`src/rtl/fifo_word_packer.sv`:
```
// Drains a byte FIFO and packs LANES entries little-endian into one valid/ready word; flush emits a partial word.
// Latency: last pop at cycle N -> out_valid at N+2. Backpressure: HOLD freezes the word and stops popping.
// Optional idle auto-flush is compiled in with `define FIFO_PACKER_TIMEOUT_EN.
module fifo_word_packer #(
    parameter int DATA_W         = 8,
    parameter int LANES          = 4,
    parameter int TIMEOUT_CYCLES = 16
) (
    input  logic                         clk,
    input  logic                         rst_n,
    input  logic                         fifo_empty,
    input  logic [DATA_W-1:0]            fifo_data,
    output logic                         fifo_rd_en,
    input  logic                         flush,
    output logic [DATA_W*LANES-1:0]      out_data,
    output logic [LANES-1:0]             out_keep,
    output logic                         out_valid,
    input  logic                         out_ready,
    output logic [$clog2(LANES+1)-1:0]   fill_cnt
);

    localparam int CW = $clog2(LANES + 1);

    localparam logic [0:0] ST_FILL = 1'b0;
    localparam logic [0:0] ST_HOLD = 1'b1;

    logic [0:0]              state_q, state_d;
    logic [CW-1:0]           fill_q, fill_d;
    logic                    pend_q, pend_d;
    logic [DATA_W*LANES-1:0] data_q, data_d;
    logic [LANES-1:0]        keep_q, keep_d;
    logic                    valid_q, valid_d;

    logic                    flush_evt;
    logic                    flush_latched;
    logic                    timeout_hit;
    logic [CW:0]             occupancy;
    logic [CW-1:0]           fill_inc;

    // A flush seen while a byte is in flight is resolved on the edge that captures it,
    // so the latch only needs to exist as a combinational pop blocker.
    assign flush_evt     = flush | timeout_hit;
    assign flush_latched = flush_evt & pend_q;

    assign occupancy = {1'b0, fill_q} + {{CW{1'b0}}, pend_q};
    assign fill_inc  = fill_q + CW'(1);

    assign fifo_rd_en = (state_q == ST_FILL) && !fifo_empty && !flush_evt && !flush_latched
                        && (occupancy < (CW+1)'(LANES));

`ifdef FIFO_PACKER_TIMEOUT_EN
    localparam int TW = $clog2(TIMEOUT_CYCLES + 1);

    logic [TW-1:0] idle_q, idle_d;
    logic          idle_counting;

    assign idle_counting = (state_q == ST_FILL) && (fill_q != '0) && fifo_empty && !pend_q;
    assign timeout_hit   = idle_counting && (idle_q == TW'(TIMEOUT_CYCLES - 1));
    assign idle_d        = (idle_counting && !timeout_hit) ? idle_q + TW'(1) : '0;

    always_ff @(posedge clk or negedge rst_n) begin
        if (!rst_n) begin
            idle_q <= '0;
        end else begin
            idle_q <= idle_d;
        end
    end
`else
    assign timeout_hit = 1'b0;
`endif

    always_comb begin
        state_d = state_q;
        fill_d  = fill_q;
        data_d  = data_q;
        keep_d  = keep_q;
        valid_d = valid_q;
        pend_d  = fifo_rd_en;

        if (state_q == ST_FILL) begin
            if (pend_q) begin
                for (int i = 0; i < LANES; i++) begin
                    if (fill_q == CW'(i)) begin
                        data_d[i*DATA_W +: DATA_W] = fifo_data;
                        keep_d[i]                  = 1'b1;
                    end
                end
                fill_d = fill_inc;
                if ((fill_inc == CW'(LANES)) || flush_evt) begin
                    state_d = ST_HOLD;
                    valid_d = 1'b1;
                end
            end else if (flush_evt && (fill_q != '0)) begin
                state_d = ST_HOLD;
                valid_d = 1'b1;
            end
        end else begin
            if (out_ready) begin
                state_d = ST_FILL;
                valid_d = 1'b0;
                fill_d  = '0;
                keep_d  = '0;
                data_d  = '0;
            end
        end
    end

    always_ff @(posedge clk or negedge rst_n) begin
        if (!rst_n) begin
            state_q <= ST_FILL;
            fill_q  <= '0;
            pend_q  <= 1'b0;
            data_q  <= '0;
            keep_q  <= '0;
            valid_q <= 1'b0;
        end else begin
            state_q <= state_d;
            fill_q  <= fill_d;
            pend_q  <= pend_d;
            data_q  <= data_d;
            keep_q  <= keep_d;
            valid_q <= valid_d;
        end
    end

    assign out_data  = data_q;
    assign out_keep  = keep_q;
    assign out_valid = valid_q;
    assign fill_cnt  = fill_q;

endmodule
```
`config.mk`:
```
export PLATFORM = sky130hd
export DESIGN_NAME = fifo_word_packer
export DESIGN_NICKNAME = d
export VERILOG_FILES = /design/src/rtl/fifo_word_packer.sv
export SDC_FILE = /design/constraint.sdc
export NUM_CORES = 1
export LEC_CHECK = 0
export CAP_MARGIN = 20
export CORE_UTILIZATION = 54
export CTS_BUF_LIST = sky130_fd_sc_hd__clkbuf_2
export CTS_CLUSTER_SIZE = 10
export DETAILED_ROUTE_END_ITERATION = 10
export HOLD_SLACK_MARGIN = 0.06
export PLACE_DENSITY = 0.95
export SKIP_LAST_GASP = 1
export SLEW_MARGIN = 20
export SYNTH_ARGS = -nofsm -noshare
export SYNTH_HDL_FRONTEND = slang
export SYNTH_SLANG_ARGS = --single-unit
```
`constraint.sdc`:
```
create_clock -name clk -period 4 [get_ports clk]
set_clock_uncertainty 0.15 [all_clocks]
set_input_delay 0.8 -clock clk [delete_from_list [all_inputs] [get_ports clk]]
set_output_delay 0.8 -clock clk [all_outputs]
set_load 0.02 [all_outputs]
```
### Yosys cells after proc, flatten, opt, wreduce, memory -nomap -nowiden

Cells that the tools add are included.

* output and inout port bits: 41
* bits in registers: 42
* logic and storage cells: 73
* bits of input ports: 13

* equal/unequal tests: 6
* bitwise operators: 2
* magnitude comparators: 1
* reductions and logical operators: 23
* muxes and demuxes: 27
* add/subtract/negate cells: 2

Operators with widths (number)
* $mux 32: 3
* $mux 8: 4
* $reduce_and 3->1: 5
* $mux 1: 14
* $mux 4: 3
* $reduce_bool 2->1: 5
* $mux 3: 3
* $eq 3x2->1 const B: 2
* $reduce_bool 3->1: 2
* $logic_and 1x1->1: 5
* $add 3x1->4: 1
* $lt 4x3->1 const B: 1
* $add 3x1->3 const B: 1
* $eq 3x1->1 const B: 1
* $eq 3x3->1 const B: 1
* $logic_not 1->1: 3
* $logic_not 3->1: 1
* $ne 3x2->1 const B: 1
* $ne 2x2->1 const B: 1
* $reduce_and 2->1: 1
* $and 1x1->1: 1
* $logic_or 1x1->1: 1
* $not 1->1: 1

### Longest topological paths before layout

* depth in word-level cells: 6
* depth in mapped cells: 5
* gate-level depth less buffers: 4

### Worst setup path after synthesis

OpenSTA, ideal clock, no wires.

* path kind: input to output
* start point: input flush
* end point: output fifo_rd_en
* slack: 1373 ps
* arrival time: 1677 ps
* stages on the path: 2
* path buffers: 0
* cell sequence: or4_1 > a31oi_1

* longest elaborated chain between the ends: 4

Ends and longest elaborated chain
* from (decl): RTL line 14 `input logic flush,`
* $and 1x1->1 or $logic_not 1->1 (tied branches): RTL line 43, 48
* $logic_not 1->1 or $logic_and 1x1->1 (tied branches): RTL line 48 `assign fifo_rd_en = (state_q == ST_FILL) && !fifo_empty && !flush_evt && !flush_latched`
* $logic_and 1x1->1 (*): RTL line 48
* $logic_and 1x1->1 (*): RTL line 49 `&& (occupancy < (CW+1)'(LANES));`
* to (decl): RTL line 13 `output logic fifo_rd_en,`

Mark *: on every way between the ends. The rest lies on a longest branch, timed or not.

### Worst setup path in the final report

Ends and elaborated chain as after synthesis.

==> flow_summary.ini <==
[placement]
place.gp.congestion = 0.733
port-buffer-count = 53
detailedPlacementHpwl_mm = 2.82
placement.cell_area_mm2 = 0.00262

[critical_path]
timing.critical_path.cells = clkdlybuf4s50_1 -> or4_1 -> a31oi_1 -> clkdlybuf4s50_1
worst_setup_path_end_kind = output port
crit_cells = 4
cpMostUsedCell = clkdlybuf4s50_1
cpLargestDelayFamily = buffers and inverters
crit_path_top_delay_cell = clkdlybuf4s50_1
cp-start-kind = primary input
crit_arrival_ns = 2.56
path_buf_inv = 2
reg2regPathDepth = 3
data_required_time_at_the_worst_endpoint_ns = 3.05
timing.setup.critical_path_class = primary input to output port
cp_max_fo = 2
cpPeakStageDelay_ns = 0.64

[global_routing]
globalRouteOverflowTotal = 0
antenna_violations_before_repair = 0
gr-usage-all-layers = 0.220
wire_length_of_the_first_global_routing_pass_mm = 6.95
vias_in_the_first_global_route = 1420
grt_max_degree = 46

[sta]
hold_viol_final = 0
slew_headroom = 0.408
grt_setup_unrepaired = no
tightestPinTransition_ns = 0.889
fin_setup_tns_ns = 0
timing.final.setup_violations = 0
period_share = 0.877
period_minus_slack_ns = 3.51
timing.final.max_slew_violations = 0
holdWs_ns = 0.344
max_clock_freq_ghz = 0.285

[pwr]
clock_power_share = 0.104
comb_power_share = 0.502
cellLeakagePower_nw = 1.27
vdd.ir_drop.worst_mv = 0.351
swShare = 0.372
p_int_mw = 1.01
power.share.sequential = 0.394
total_switching_power_mw = 0.601
power.density_cell_area_mw_per_mm2 = 609

[floorplanning]
initial_utilization = 0.572
design.core.area_mm2 = 0.00372
dieArea_mm2 = 0.00419
design.portCount = 54
std_cell_rows = 22
die_width_um = 64.7
die_h_um = 64.7

[clock_tree]
postCtsSetupBuffers = 0
clock-root-buffer = clkbuf_2
tritoncts_clock_tree = done
worst_setup_hold_path_clk_slew_ns = 0.20
clock_sink_count = 42
h-tree-depth = 2
cts-root-to-sink-buffers = 2
cts-resized-gates = 0
clock_latency_ns = 0.39
holdBufCountCts = 0
tritoncts.num_buffers = 5

[synthesis]
syn_nets = 176
post_synthesis_mean_instance_area_um2 = 13.5
sequential_element_share_of_the_synthesized_area = 0.494
synth_area_mm2 = 0.00213
ys_ff_latch = 42
synth_area_leaders = dfrtp_1, mux2_4, a21boi_0, mux2_1, ha_1
synthCells = 158
count_of_yosys_warnings_during_synthesis = 0
synth_area_leader_cell = dfrtp_1
synth.lib_cells_used.distinct = 29
synth_top_area_share = 0.494

[layout]
syn_to_final_growth_pct = 24.8
diodes = 0
filler_cell_count = 255
nets = 223
most_common_cell_after_layout_fill_and_taps_aside = clkdlybuf4s50_1
utilization = 0.714
mostFrequentLayoutCells = clkdlybuf4s50_1, dfrtp_1, a21boi_0
final_layout_size_suffix_gt1_frac = 0.170
finalInstanceArea_mm2 = 0.00265

[routing]
drt-wirelength-per-cell_um = 16.8
route.layer.met1.wl_mm = 1.91
num_vias = 1380
first_pass_iters = 4
routed_via_density = 5.43
drt.antenna.violating_nets = 0
maxUsedRoutingLayer = met4
wl_met3_um = 242
drtIter0Drc = 24
post-route-drc-count = 0
wl_met2_mm = 2.08
wirelength_mm = 4.26

[run]
max-cap-violations = 0

[worst_hold_path]
worst_hold_path_type = primary input to async pin

[run_status]
run_status = completed
-- kinds of logic (layout without fill, tap and decap cells) --
group	after synthesis	after routing	synth area share
flip-flops	42	42	0.494
AND/OR/NAND/NOR	10	10	0.0436
AO/OA/AOI/OAI	42	42	0.143
adder cells (fa/ha/maj)	5	5	0.0294
multiplexers	34	34	0.222
buffers and inverters	24	72	0.0636
XOR/XNOR	1	1	0.00412
-- metal layers --
| layer | vias up | global-route usage |
|---|---|---|
| li1 | 649 | - |
| met1 | 690 | 0.292 |
| met2 | 38 | 0.361 |
| met3 | 3 | 0.0528 |
| met4 | 0 | 0.0583 |
| met5 | - | 0 |
-- registers in the layout (all words and copies together), names as in the netlist --
signal	cells
state_q	1
out_keep	4
out_valid	1
fill_cnt	3
out_data	32
pend_q	1
-- per-stage QoR --
step / total power, mW / instances / setup WS, ns
2_1_floorplan: 1.14 / 158 / 1.37
3_3_place_gp: 1.43 / 246 / 0.575
4_1_cts: 1.62 / 254 / 0.471
6_report: 1.61 / 254 / 0.491
3_5_place_dp: 1.45 / 246 / 0.480
5_1_grt: 1.70 / 254 / 0.436
-- layout make-up --
type	instances	area (µm²)	share of cell area
flip-flops and latches	42	1050	0.396
clock buffers	5	25.0	0.00943
inverters	10	37.5	0.0142
repair buffers	54	528	0.199
clock inverters	3	11.3	0.00425
multi-input cells	92	940	0.354
well taps	48	60.1	0.0226
-- final timing paths --
kind | startpoint | slack [ns] | to
worst max-delay path | flush | 0.49 | fifo_rd_en
worst min-delay path | rst_n | 0.34 | pend_q
worst max register to register | state_q | 1.78 | out_data[22]
worst min register to register | out_keep[3] | 0.38 | out_keep[3]
max in group asynchronous | rst_n | 2.80 | out_data[17]
min in group clk | out_keep[3] | 0.38 | out_keep[3]
-- worst register-to-register path: stages (launching register included) --
cell and delay [ns]:
dfrtp_1 0.42, buf_4 0.26, nand4bb_1 0.77, mux2_4 0.54
-- cells in the mapped netlist, drive strengths merged --
cell     instances
and2             1
nand3b           2
ha               5
nand2            1
mux2            33
o21ai            4
o32ai            1
a21oi            1
nand4bb          3
nand2b           1
o221ai           2
a31oi            1
a21boi          32
clkbuf           2
buf             12
dfrtp           42
nor3b            1
or4              1
o22ai            1
xnor2            1
mux2i            1
inv             10
-- power groups by stage --
stage               sequential [mW]  combinational, mW  clock [mW]
floorplan                     0.768              0.368           0
detailed placement            0.641              0.812           0
global route                  0.653              0.861       0.186
CTS                           0.636              0.814       0.174
finish                        0.635              0.811       0.168
global placement              0.640              0.786           0
Note: power is estimated with default switching activity, not from simulation.
